## config.mk

```make
export PLATFORM = sky130hd
export DESIGN_NAME = sd_sector_responder
export DESIGN_NICKNAME = d
export VERILOG_FILES = /design/src/rtl/sd_sector_responder.sv
export SDC_FILE = /design/constraint.sdc
export NUM_CORES = 1
export LEC_CHECK = 0
export BUFFER_PORTS_ARGS = -buffer_cell sky130_fd_sc_hd__buf_2
export CAP_MARGIN = 25
export CORE_MARGIN = 2
export CORE_UTILIZATION = 43
export DETAILED_ROUTE_END_ITERATION = 12
export PLACE_DENSITY = 0.84
export REMOVE_ABC_BUFFERS = 1
export SLEW_MARGIN = 0
export SYNTH_ARGS = -nofsm -noshare
export SYNTH_HDL_FRONTEND = slang
export SYNTH_SLANG_ARGS = --single-unit
```

## constraint.sdc

```tcl
create_clock -name clk_sys -period 2.07 [get_ports clk_sys]
set_input_delay 0.207 -clock clk_sys [delete_from_list [all_inputs] [get_ports clk_sys]]
set_output_delay 0.207 -clock clk_sys [all_outputs]
set_load 0.01 [all_outputs]
```

## src/rtl/sd_sector_responder.sv

```systemverilog
// sd_sector_responder: serves 512-byte sector transfers between an SD-style core buffer
// interface and a 16-bit backing store at {lba[7:0], word}.
// Optional build macro SD_RESP_BOUNDS_EN: sectors with lba >= MAX_LBA complete the full
// handshake, but the backing store is never touched and read data is 16'hFFFF.
module sd_sector_responder #(
  parameter int unsigned ACK_DELAY = 4,   // 1..15
  parameter int unsigned MAX_LBA   = 256
) (
  input  logic        clk_sys,
  input  logic        reset_n,
  input  logic [31:0] sd_lba,
  input  logic        sd_rd,
  input  logic        sd_wr,
  output logic        sd_ack,
  output logic [7:0]  sd_buff_addr,
  output logic [15:0] sd_buff_dout,
  output logic        sd_buff_wr,
  input  logic [15:0] sd_buff_din,
  output logic [15:0] mem_addr,
  output logic        mem_rd,
  input  logic [15:0] mem_q,
  output logic        mem_wr,
  output logic [15:0] mem_d,
  output logic        busy
);

  typedef enum logic [2:0] {StIdle, StDelay, StXfer, StDrain, StGap} state_e;

  localparam logic [3:0] DlyLoad = 4'(ACK_DELAY - 1);

  state_e      state_q, state_d;
  logic [3:0]  dly_q, dly_d;
  logic [8:0]  wcnt_q, wcnt_d;
  logic        pend_q, pend_d;   // a word was issued last cycle and retires this cycle
  logic [7:0]  prev_q, prev_d;   // index of that pending word
  logic [31:0] lba_q, lba_d;
  logic        rd_q, rd_d;
  logic        oob;

`ifdef SD_RESP_BOUNDS_EN
  assign oob = (lba_q >= 32'(MAX_LBA));
`else
  logic unused_cfg;
  assign oob        = 1'b0;
  // Upper lba bits alias onto the 256-sector store.
  assign unused_cfg = ^{lba_q[31:8], 32'(MAX_LBA)};
`endif

  // State and transfer bookkeeping registers.
  always_ff @(posedge clk_sys or negedge reset_n) begin
    if (!reset_n) begin
      state_q <= StIdle;
      dly_q   <= '0;
      wcnt_q  <= '0;
      pend_q  <= 1'b0;
      prev_q  <= '0;
      lba_q   <= '0;
      rd_q    <= 1'b0;
    end else begin
      state_q <= state_d;
      dly_q   <= dly_d;
      wcnt_q  <= wcnt_d;
      pend_q  <= pend_d;
      prev_q  <= prev_d;
      lba_q   <= lba_d;
      rd_q    <= rd_d;
    end
  end

  // Next-state logic: latch request, count delay, walk 256 words, drain, gap.
  always_comb begin
    state_d = state_q;
    dly_d   = dly_q;
    wcnt_d  = wcnt_q;
    pend_d  = 1'b0;
    prev_d  = prev_q;
    lba_d   = lba_q;
    rd_d    = rd_q;
    unique case (state_q)
      StIdle: begin
        if (sd_rd || sd_wr) begin
          lba_d   = sd_lba;
          rd_d    = sd_rd;  // read wins when both are requested
          dly_d   = DlyLoad;
          state_d = StDelay;
        end
      end
      StDelay: begin
        if (dly_q == 4'd0) begin
          wcnt_d  = '0;
          state_d = StXfer;
        end else begin
          dly_d = dly_q - 4'd1;
        end
      end
      StXfer: begin
        pend_d = 1'b1;
        prev_d = wcnt_q[7:0];
        wcnt_d = wcnt_q + 9'd1;
        if (wcnt_q == 9'd255) state_d = StDrain;
      end
      StDrain: begin
        state_d = StGap;
      end
      StGap: begin
        state_d = StIdle;
      end
      default: begin
        state_d = StIdle;
      end
    endcase
  end

  // Output decode: issue word k in XFER, retire it one cycle later.
  always_comb begin
    sd_ack       = (state_q == StXfer) || (state_q == StDrain);
    busy         = (state_q != StIdle);
    mem_rd       = (state_q == StXfer) && rd_q && !oob;
    mem_wr       = pend_q && !rd_q && !oob;
    sd_buff_wr   = pend_q && rd_q;
    sd_buff_dout = '0;
    mem_d        = '0;
    sd_buff_addr = '0;
    mem_addr     = '0;
    if (sd_buff_wr) begin
      sd_buff_dout = oob ? 16'hFFFF : mem_q;
      sd_buff_addr = prev_q;
    end
    if (!rd_q && (state_q == StXfer)) sd_buff_addr = wcnt_q[7:0];
    if (mem_wr) begin
      mem_d    = sd_buff_din;
      mem_addr = {lba_q[7:0], prev_q};
    end
    if (mem_rd) mem_addr = {lba_q[7:0], wcnt_q[7:0]};
  end

endmodule

```

==> results.txt, run 1 <==
ys async rst share: 100%
compound-gate portion of the synthesized area: 12.0%
worst min path class: in -> reg
Worst Path Buf+Inv: 3
grt ovf: 0
Worst Clk Skew: 0.00543 ns
port buffer count: 104
Main synth FF type: dfrtp_1
Clk pin slew, worst setup/hold paths: 0.07 ns
drt wl/cell: 13.0 microns
Fillers: 435
Post-Syn Area: 2040 sq um
synth unique cells: 44
CP Class: reg -> out
cell-by-cell trace of the critical path: nor2b_4 -> nand2b_2 -> inv_6 -> buf_4 -> nand2_1 -> o21ai_1 -> buf_2
H-Tree Depth: 2
r2r setup slk: 0.26 ns
Worst Max-Slew Pin Slew: 0.738 ns
Avg Inst Size Synth: 9.38 sq um
vias in the first global route: 1825
Fmax achieved: 515 MHz
Final ANT Viol Nets: 0
total chip power: 1260 uW
critical path's top delay family: flip-flops
post-synthesis sequential area ratio: 41.8%
Final Setup Violations: 0
dpl ws: 0.282 ns
GRT Resource Usage Total: 18.9%
Final Cell Area: 2700 sq um
cells after synthesis: 217
adder-cell share of the synthesized area: 2.46%
sw power: 278 uW
synth warn: 0
logic gate share of total power: 6.8%
largest net degree at the start of global routing: 35
antenna violations before repair: 0
area share of the largest cell type after synthesis: 41.8%
Post-synth EDFFs: 0
most common cell in the synthesized netlist: nand2_1
largest family of logic cells by synthesized area: simple AND/OR/NAND/NOR gates
Core Area: 4630 sq um
Clock Tree Buf Depth: 2
crit path launch type: flip-flop
First DRT Iteration DRCs: 57
placement row count: 25
Final Hold Viols: 0
Simple-Gate Fraction of Synth Area: 32.6%
mux cell area share after synthesis: 5.47%
Area growth, synth to finish: 32.5%
DRT Pass-1 Iters: 4
height of the die: 72.8 microns
global-route wire length before repair: 7810 microns
area of placed instances: 2590 sq um
# DRC: 0
Max Transition Viols Final: 0
Setup crit end kind: output pin
HP Start: sd_lba[0]
Clock Power Share: 40.3%
gp weighted congestion: 0.826
CTS Root Cell: clkbuf_8
final core occ: 58.3%
switching portion of total power: 22.1%
share of layout cells above drive strength 1: 44.4%
R2R cell count: 7
Tmin final: 1.94 ns
antenna cell count: 0
CP required: 1.86 ns
fin crit share: 93.8%
Pleak: 0.00151 uW
leading area contributor after synthesis: dfrtp_1
Vias/cell: 5.19
Hold EP: lba_q[0]
Vias: 1960
post-synthesis xor/xnor area fraction: 0.430%
met3 WL: 364 microns
worst r2r src: wcnt_q[0]
DRT Wirelength: 4910 microns
Fin Setup TNS: 0 ns
Post-synth top cells: nand2_1 (39), dfrtp_1 (34), and2_1 (18)
DP Wirelength: 3820 microns
CP peak stage delay: 0.47 ns
io pins: 129
share of power burned in registers: 52.9%
postcts setup bufs: 0
RR Endpoint: state_q[0]
Worst slew margin: 50.8%
outcome: complete, no violations
Die ar.: 5300 sq um
crit-path max FO: 16
PwrDens: 466 nW/um^2
RSZ-0062 raised after global routing: no
Critical Path AT: 1.73 ns
Top Metal Used: met4
Skew-Pair Late Insertion Delay: 0.29 ns
Sink Count: 34
Metal-1 WL: 1970 microns
top cells by area, synth: dfrtp_1 (42%), nand2_1 (7.2%), and2_1 (5.5%), and3_1 (5.2%), mux2_2 (4.4%)
Die W: 72.8 microns
hold path cells: 2
Cell Int Power: 978 uW
met2 wire len: 2510 microns
Final nets: 395
worst IR drop on VDD: 0.000437 V
CTS tree: yes
CP max stage cell: dfrtp_1
Initial Utilization: 44.0%
flops & latches, synth: 34
fin worst setup slack: 0.129 ns
Max Cap Violations: 0
CTS buffer count: 5
## state kept, by name, indices dropped and copies added, names as in the netlist
register / cells
wcnt_q: 9
lba_q: 8
prev_q: 8
dly_q: 4
state_q: 3
pend_q: 1
rd_q: 1
## per-layer routing
metal	vias up	global-route usage [%]
met5	-	0
met4	0	6.58
met3	7	5.11
met2	81	35.3
met1	908	20.4
li1	964	-
## kinds of logic (layout without fill, tap and decap cells)
| group | Yosys count | count (layout) |
|---|---|---|
| flip-flops | 34 | 34 |
| AO/OA/AOI/OAI | 37 | 37 |
| adder cells (fa/ha/maj) | 4 | 4 |
| multiplexers | 10 | 10 |
| buffers and inverters | 18 | 125 |
| XOR/XNOR | 1 | 1 |
| AND/OR/NAND/NOR | 113 | 113 |
## power groups by stage
stage | clock network, uW | registers, uW | logic [uW]
after floorplan | 0 | 677 | 20.6
after global placement | 0 | 677 | 84.4
after detailed placement | 0 | 677 | 85.8
after CTS | 523 | 664 | 87.4
after global routing | 545 | 664 | 96.1
final | 507 | 664 | 85.4
## worst max path at each step
stage / startpoint / endpoint / slack, ns / depth (start not counted)
2_1_floorplan: rd_q / mem_addr[0] / -0.04 / 2
3_3_place_gp: wcnt_q[0] / state_q[0] / 0.32 / 7
3_5_place_dp: wcnt_q[0] / state_q[0] / 0.28 / 7
4_1_cts: state_q[1] / sd_buff_addr[3] / 0.06 / 7
5_1_grt: state_q[0] / sd_buff_addr[3] / 0.02 / 7
6_report: state_q[0] / sd_buff_addr[3] / 0.13 / 7
## final cells by class
class                   count  area [sq um]  share of cell area, %
repair buffers            111           576                   21.3
clock inverters             2          12.5                  0.464
multi-input cells         165          1080                   40.0
clock buffers               6          82.6                   3.06
flip-flops and latches     34           852                   31.6
inverters                   6          27.5                   1.02
well taps                  54          67.6                   2.50
## repair_timing
item                                   4_1_cts  5_1_grt
endpoints found under the hold margin        2        0
hold buffers                                 1        0
gates resized for setup                      0        1
setup endpoints to repair                    0        5
## through the flow
step	instances	hold WS [ns]
finish	378	0.149
global route	378	0.144
CTS	378	0.136
detailed placement	369	0.316
global placement	369	0.311
floorplan	205	-0.0886
## cell usage in the layout (no fill, tap or decap), types with 2 or more instances in the layout
cell type,netlist,layout
a22o_1,10,10
nor2b_2,8,8
and2_1,18,18
buf_4,2,6
nand4_1,2,2
nand3_1,4,4
nor3_2,2,2
o21a_1,2,2
buf_2,1,104
nand2_1,39,39
nor2_1,5,5
nor3_1,3,3
mux2_2,8,8
clkbuf_8,0,6
dfrtp_1,34,33
nor2b_1,3,3
a21oi_1,7,7
o21ai_1,12,12
ha_1,4,4
inv_1,5,5
and4_1,2,2
and3_1,17,17
Power figures use the tool's default switching activity.
==> run 2: changes to the inputs <==
--- a/config.mk
+++ b/config.mk
@@ -5,12 +5,13 @@
 export SDC_FILE = /design/constraint.sdc
 export NUM_CORES = 1
 export LEC_CHECK = 0
+export ABC_AREA = 1
 export BUFFER_PORTS_ARGS = -buffer_cell sky130_fd_sc_hd__buf_2
 export CAP_MARGIN = 25
 export CORE_MARGIN = 2
 export CORE_UTILIZATION = 43
 export DETAILED_ROUTE_END_ITERATION = 12
-export PLACE_DENSITY = 0.84
+export PLACE_DENSITY = 0.83
 export REMOVE_ABC_BUFFERS = 1
 export SLEW_MARGIN = 0
 export SYNTH_ARGS = -nofsm -noshare
==> run 2 against run 1 <==
The flow now finishes with violations (hold timing); die area is 3.5% higher; utilization is 1.1 points higher; first-iteration DRC count rose to 2.8 times the previous value; via count grew 16%; largest power group unchanged; highest routed layer unchanged.
==> results.txt, run 2 <==
outcome: finished, violations left (was complete, no violations)
failing checks: hold timing
Fin Setup TNS: 0 ns (unchanged)
GRT Resource Usage Total: 19.3% (was 18.9%)
largest family of logic cells by synthesized area: simple AND/OR/NAND/NOR gates (unchanged)
CP required: 1.86 ns (about the same)
# DRC: 0 (unchanged)
height of the die: 74.1 microns (was 72.8 microns)
cells after synthesis: 313 (was 217)
Post-synth EDFFs: 0 (unchanged)
Worst Max-Slew Pin Slew: 0.738 ns (about the same)
Critical Path AT: 1.71 ns (was 1.73 ns)
CTS Root Cell: clkbuf_8 (unchanged)
Area growth, synth to finish: 32.9% (was 32.5%)
Tmin final: 1.92 ns (was 1.94 ns)
CP max stage cell: dfrtp_1 (unchanged)
Main synth FF type: dfrtp_1 (unchanged)
RSZ-0062 raised after global routing: no (unchanged)
Skew-Pair Late Insertion Delay: 0.29 ns (about the same)
Vias: 2281 (was 1960)
Post-Syn Area: 2110 sq um (was 2040 sq um)
Final ANT Viol Nets: 0 (unchanged)
Initial Utilization: 44.7% (was 44.0%)
Fillers: 422 (was 435)
DRT Wirelength: 5490 microns (was 4910 microns)
largest net degree at the start of global routing: 35 (unchanged)
adder-cell share of the synthesized area: 2.37% (was 2.46%)
commonest cells after routing, fill and taps aside: buf_2 (104), nand2_1 (71), inv_1 (70) (was buf_2 (104), nand2_1 (39), dfrtp_1 (33))
RR Endpoint: wcnt_q[8] (was state_q[0])
port buffer count: 104 (unchanged)
H-Tree Depth: 2 (unchanged)
mux cell area share after synthesis: 0% (was 5.47%)
Worst Clk Skew: 0.00385 ns (was 0.00543 ns)
cell-by-cell trace of the critical path: inv_2 -> nand3_4 -> inv_6 -> nand2_2 -> o22ai_1 -> buf_2 (was nor2b_4 -> nand2b_2 -> inv_6 -> buf_4 -> nand2_1 -> o21ai_1 -> buf_2)
Avg Inst Size Synth: 6.75 sq um (was 9.38 sq um)
fin crit share: 92.6% (was 93.8%)
ys async rst share: 100% (unchanged)
biggest regs: wcnt_q (9), lba_q (8), prev_q (8) (unchanged)
flops & latches, synth: 34 (unchanged)
Final nets: 492 (was 395)
most common cell in the synthesized netlist: nand2_1 (unchanged)
post-synthesis xor/xnor area fraction: 0.415% (was 0.430%)
DP Wirelength: 4190 microns (was 3820 microns)
Sink Count: 34 (unchanged)
R2R cell count: 8 (was 7)
Post-synth top cells: nand2_1 (71), inv_1 (70), nor2_1 (51) (was nand2_1 (39), dfrtp_1 (34), and2_1 (18))
Clock Tree Buf Depth: 2 (unchanged)
worst r2r src: wcnt_q[1] (was wcnt_q[0])
First DRT Iteration DRCs: 162 (was 57)
CTS buffer count: 5 (unchanged)
vias in the first global route: 2038 (was 1825)
hold slack: -0.0251 ns (was 0.149 ns)
Fmax achieved: 522 MHz (was 515 MHz)
Worst slew margin: 50.8% (about the same)
synth unique cells: 25 (was 44)
CP Class: reg -> out (unchanged)
Pleak: 0.00174 uW (was 0.00151 uW)
post-synthesis sequential area ratio: 40.3% (was 41.8%)
Clk pin slew, worst setup/hold paths: 0.07 ns (about the same)
total chip power: 1330 uW (was 1260 uW)
area share of the largest cell type after synthesis: 40.3% (was 41.8%)
antenna cell count: 0 (unchanged)
Max Transition Viols Final: 0 (unchanged)
CTS tree: yes (unchanged)
worst min path class: in -> async (was in -> reg)
global-route wire length before repair: 8240 microns (was 7810 microns)
synth warn: 0 (unchanged)
worst IR drop on VDD: 0.000263 V (was 0.000437 V)
antenna violations before repair: 0 (unchanged)
Final Hold Viols: 34 (was 0)
Setup crit end kind: output pin (unchanged)
top cells by area, synth: dfrtp_1 (40%), nand2_1 (13%), inv_1 (12%), nor2_1 (9.1%), nand3_1 (5.5%) (was dfrtp_1 (42%), nand2_1 (7.2%), and2_1 (5.5%), and3_1 (5.2%), mux2_2 (4.4%))
PwrDens: 474 nW/um^2 (was 466 nW/um^2)
Core Area: 4720 sq um (was 4630 sq um)
gp weighted congestion: 0.811 (was 0.826)
Final Setup Violations: 0 (unchanged)
most flop-heavy register: wcnt_q (unchanged)
placement row count: 25 (unchanged)
drt wl/cell: 11.2 microns (was 13.0 microns)
crit path launch type: flip-flop (unchanged)
io pins: 129 (unchanged)
Vias/cell: 4.67 (was 5.19)
DRT Pass-1 Iters: 4 (unchanged)
grt ovf: 0 (unchanged)
share of layout cells above drive strength 1: 31.8% (was 44.4%)
final core occ: 59.4% (was 58.3%)
Die ar.: 5490 sq um (was 5300 sq um)
Simple-Gate Fraction of Synth Area: 32.5% (was 32.6%)
r2r setup slk: 0.41 ns (was 0.26 ns)
max FFs per register: 9 (unchanged)
CP peak stage delay: 0.42 ns (was 0.47 ns)
commonest non-fill, non-tap cell in the layout: buf_2 (unchanged)
crit-path max FO: 11 (was 16)
Die W: 74.1 microns (was 72.8 microns)
leading area contributor after synthesis: dfrtp_1 (unchanged)
compound-gate portion of the synthesized area: 8.06% (was 12.0%)
Max Cap Violations: 0 (unchanged)
-- run 2: timing repair --
| item | 4_1_cts | 5_1_grt |
|---|---|---|
| setup endpoints to repair | 0 | 13 |
| setup buffers | 0 | 0 |
| resized for setup | 0 | 1 |
| hold buffers | 0 | 0 |
-- run 2: routing by layer --
metal / vias to the layer above / part of all wire [%] / global-route usage, %
met1: 1030 / 38 / 20.1
met5: - / 0 / 0
met2: 88 / 52 / 37.3
li1: 1154 / - / -
met4: 0 / 1.9 / 7.47
met3: 9 / 8.2 / 4.20
-- run 2: stage by stage --
stage	cells	instance area [sq um]	setup WS, ns	hold slack, ns
2_1_floorplan	305	2060	0.585	-0.0886
3_3_place_gp	479	2680	0.452	0.308
5_1_grt	488	2810	0.0476	0.0378
6_report	488	2810	0.153	-0.0251
4_1_cts	487	2790	0.0986	0.0125
3_5_place_dp	479	2680	0.413	0.317
-- run 2: cell type report --
class	instances	area (sq um)	share of cell area, %
Sequential cell	34	851	30.3
Multi-Input combinational cell	195	925	32.9
Inverter	77	294	10.5
Tap cell	67	83.8	2.99
Clock buffer	8	110	3.92
Timing Repair Buffer	107	543	19.3
-- run 2: cell families (layout without fill, tap and decap cells) --
logic type | count (synthesis) | count (layout)
compound gates | 29 | 29
xor+xnor | 1 | 1
fa+ha+maj | 4 | 4
buf+inv | 85 | 192
flops | 34 | 34
simple gates | 160 | 161
-- run 2: power breakdown --
group / switching, uW / internal (uW)
clock network: 233 / 336
logic: 50.7 / 47.7
registers: 0 / 664
total: 284 / 1050
-- run 2: worst max-delay path, delay by kind of cell (launching register included) --
family | cells | cell delay [ns]
flip-flops | 1 | 0.42
AND/OR/NAND/NOR | 2 | 0.34
buffers and inverters | 3 | 0.49
AO/OA/AOI/OAI | 1 | 0.16
-- run 2: worst max-delay path by stage --
stage | from | to | slack (ns)
2_1_floorplan | wcnt_q[0] | wcnt_q[8] | 0.59
3_3_place_gp | state_q[0] | sd_buff_addr[6] | 0.45
3_5_place_dp | state_q[0] | sd_buff_addr[7] | 0.41
4_1_cts | state_q[0] | sd_buff_addr[7] | 0.1
5_1_grt | state_q[2] | sd_buff_addr[7] | 0.05
6_report | state_q[2] | sd_buff_addr[5] | 0.15
==> run 3: changes to the inputs <==
--- a/config.mk
+++ b/config.mk
@@ -6,12 +6,12 @@
 export NUM_CORES = 1
 export LEC_CHECK = 0
 export ABC_AREA = 1
-export BUFFER_PORTS_ARGS = -buffer_cell sky130_fd_sc_hd__buf_2
-export CAP_MARGIN = 25
+export CAP_MARGIN = 20
 export CORE_MARGIN = 2
-export CORE_UTILIZATION = 43
+export CORE_UTILIZATION = 50
 export DETAILED_ROUTE_END_ITERATION = 12
-export PLACE_DENSITY = 0.83
+export DONT_BUFFER_PORTS = 1
+export PLACE_DENSITY = 0.68
 export REMOVE_ABC_BUFFERS = 1
 export SLEW_MARGIN = 0
 export SYNTH_ARGS = -nofsm -noshare
==> run 3 against run 2 <==
The run now ends clean; via count down 20%; non-clock buffer count is 102 lower; cell area fell by 19%; worst setup slack improved by 0.12 ns; count of clock-buffer cells in the layout unchanged; sequential power hardly changed; highest routed layer unchanged.
==> results.txt, run 3 (synthesis gave the netlist of run 2 again) <==
drt wl/cell: 12.2 microns (was 11.2 microns)
Final nets: 389 (was 492)
grt ovf: 0 (unchanged)
most flop-heavy register: wcnt_q (unchanged)
Vias: 1820 (was 2281)
antenna violations before repair: 0 (unchanged)
Worst slew margin: 70.8% (was 50.8%)
worst IR drop on VDD: 0.000347 V (was 0.000263 V)
io pins: 129 (unchanged)
DP Wirelength: 3450 microns (was 4190 microns)
cell-by-cell trace of the critical path: inv_2 -> nand2_2 -> inv_2 -> nor2_4 -> nor2_1 (was inv_2 -> nand3_4 -> inv_6 -> nand2_2 -> o22ai_1 -> buf_2)
fin crit share: 86.6% (was 92.6%)
Vias/cell: 4.95 (was 4.67)
Fmax achieved: 558 MHz (was 522 MHz)
Max Transition Viols Final: 0 (unchanged)
Skew-Pair Late Insertion Delay: 0.28 ns (was 0.29 ns)
commonest cells after routing, fill and taps aside: nand2_1 (71), inv_1 (70), nor2_1 (51) (was buf_2 (104), nand2_1 (71), inv_1 (70))
vias in the first global route: 1493 (was 2038)
worst min path class: in -> reg (was in -> async)
biggest regs: wcnt_q (9), lba_q (8), prev_q (8) (unchanged)
Critical Path AT: 1.59 ns (was 1.71 ns)
H-Tree Depth: 2 (unchanged)
CTS Root Cell: clkbuf_8 (unchanged)
crit path launch type: flip-flop (unchanged)
Max Cap Violations: 0 (unchanged)
Clk pin slew, worst setup/hold paths: 0.07 ns (about the same)
GRT Resource Usage Total: 19.5% (was 19.3%)
Clock Tree Buf Depth: 2 (unchanged)
First DRT Iteration DRCs: 124 (was 162)
Worst Path Buf+Inv: 2 (was 3)
CP required: 1.86 ns (about the same)
Pleak: 0.00128 uW (was 0.00174 uW)
gp weighted congestion: 0.848 (was 0.811)
crit-path max FO: 25 (was 11)
max FFs per register: 9 (unchanged)
critical path's top delay family: simple AND/OR/NAND/NOR gates (was buffers and inverters)
DRT Wirelength: 4510 microns (was 5490 microns)
Final ANT Viol Nets: 0 (unchanged)
post-cts sizing count: 0 (unchanged)
Final Setup Violations: 0 (unchanged)
Area growth, synth to finish: 8.06% (was 32.9%)
antenna cell count: 0 (unchanged)
Tmin final: 1.79 ns (was 1.92 ns)
total chip power: 1280 uW (was 1330 uW)
CP Class: reg -> out (unchanged)
CTS tree: yes (unchanged)
commonest non-fill, non-tap cell in the layout: nand2_1 (was buf_2)
share of layout cells above drive strength 1: 9.43% (was 31.8%)
placement row count: 23 (was 25)
CTS buffer count: 5 (unchanged)
final core occ: 56.6% (was 59.4%)
CP peak stage delay: 0.41 ns (was 0.42 ns)
Initial Utilization: 52.4% (was 44.7%)
Final Hold Viols: 0 (was 34)
port buffer count: 0 (was 104)
Fin Setup TNS: 0 ns (unchanged)
postcts setup bufs: 0 (unchanged)
Die W: 69.0 microns (was 74.1 microns)
Setup crit end kind: output pin (unchanged)
RSZ-0062 raised after global routing: no (unchanged)
DRT Pass-1 Iters: 4 (unchanged)
Sink Count: 34 (unchanged)
largest net degree at the start of global routing: 35 (unchanged)
# DRC: 0 (unchanged)
Worst Clk Skew: 0.00342 ns (was 0.00385 ns)
Core Area: 4030 sq um (was 4720 sq um)
height of the die: 69.0 microns (was 74.1 microns)
global-route wire length before repair: 6710 microns (was 8240 microns)
CP max stage cell: dfrtp_1 (unchanged)
outcome: complete, no violations (was finished, violations left)
Top cell by count, worst path: inv_2
Die ar.: 4760 sq um (was 5490 sq um)
Worst Max-Slew Pin Slew: 0.437 ns (was 0.738 ns)
PwrDens: 561 nW/um^2 (was 474 nW/um^2)
[run 3: cell count changes in the layout (fill, tap and decap cells not counted)]
| cell | delta |
|---|---|
| buf_12 | +1 |
| inv_6 | -1 |
| dlygate4sd3_1 | +1 |
| nand3_2 | -1 |
| buf_2 | -104 |
| inv_4 | +1 |
[run 3: stage by stage]
| step | setup WS, ns | hold slack (ns) | instance area (sq um) | cells |
|---|---|---|---|---|
| 4_1_cts | 0.248 | 0.0435 | 2280 | 368 |
| 6_report | 0.277 | 0.0501 | 2280 | 368 |
| 2_1_floorplan | 0.585 | -0.0886 | 2060 | 305 |
| 3_5_place_dp | 0.429 | -0.0880 | 2140 | 358 |
| 5_1_grt | 0.108 | 0.0452 | 2280 | 368 |
| 3_3_place_gp | 0.460 | -0.0880 | 2140 | 358 |
[run 3: final cells by class]
class / count / area (sq um)
inverter: 77 / 292
fill: 416 / 1750
sequential: 34 / 851
clock buffer: 8 / 110
tap: 50 / 62.6
multi-input combinational: 194 / 915
timing repair buffer: 5 / 52.6
[run 3: timing repair]
| action | 4_1_cts | 5_1_grt |
|---|---|---|
| endpoints found under the hold margin | 34 | 0 |
| hold buffers | 2 | 0 |
| endpoints found under the setup margin | 0 | 0 |
[run 3: layer usage]
layer / up-vias / track usage, % / wire [microns]
li1: 946 / - / -
met1: 807 / 23.8 / 1980
met2: 61 / 32.7 / 2210
met3: 6 / 5.36 / 255
met4: 0 / 7.35 / 65
met5: - / 0 / 0
[run 3: report_power, final]
part	internal [uW]	switching (uW)	leakage, uW	total, uW
clock network	336	228	0.0000575	563
registers	664	0	0.000441	664
logic	15.1	38.3	0.000780	53.4
[run 3: final timing paths]
path | start | end | slack, ns | cells past startpoint
hold reg to reg | lba_q[6] | lba_q[6] | 0.47 | 2
setup / recovery | rd_q | mem_addr[9] | 0.28 | 5
setup reg to reg | wcnt_q[1] | wcnt_q[8] | 0.43 | 8
max in group asynchronous | reset_n | lba_q[0] | 1.53 | 2
hold / removal | sd_rd | rd_q | 0.05 | 2
min in group asynchronous | reset_n | dly_q[0] | 0.37 | 2
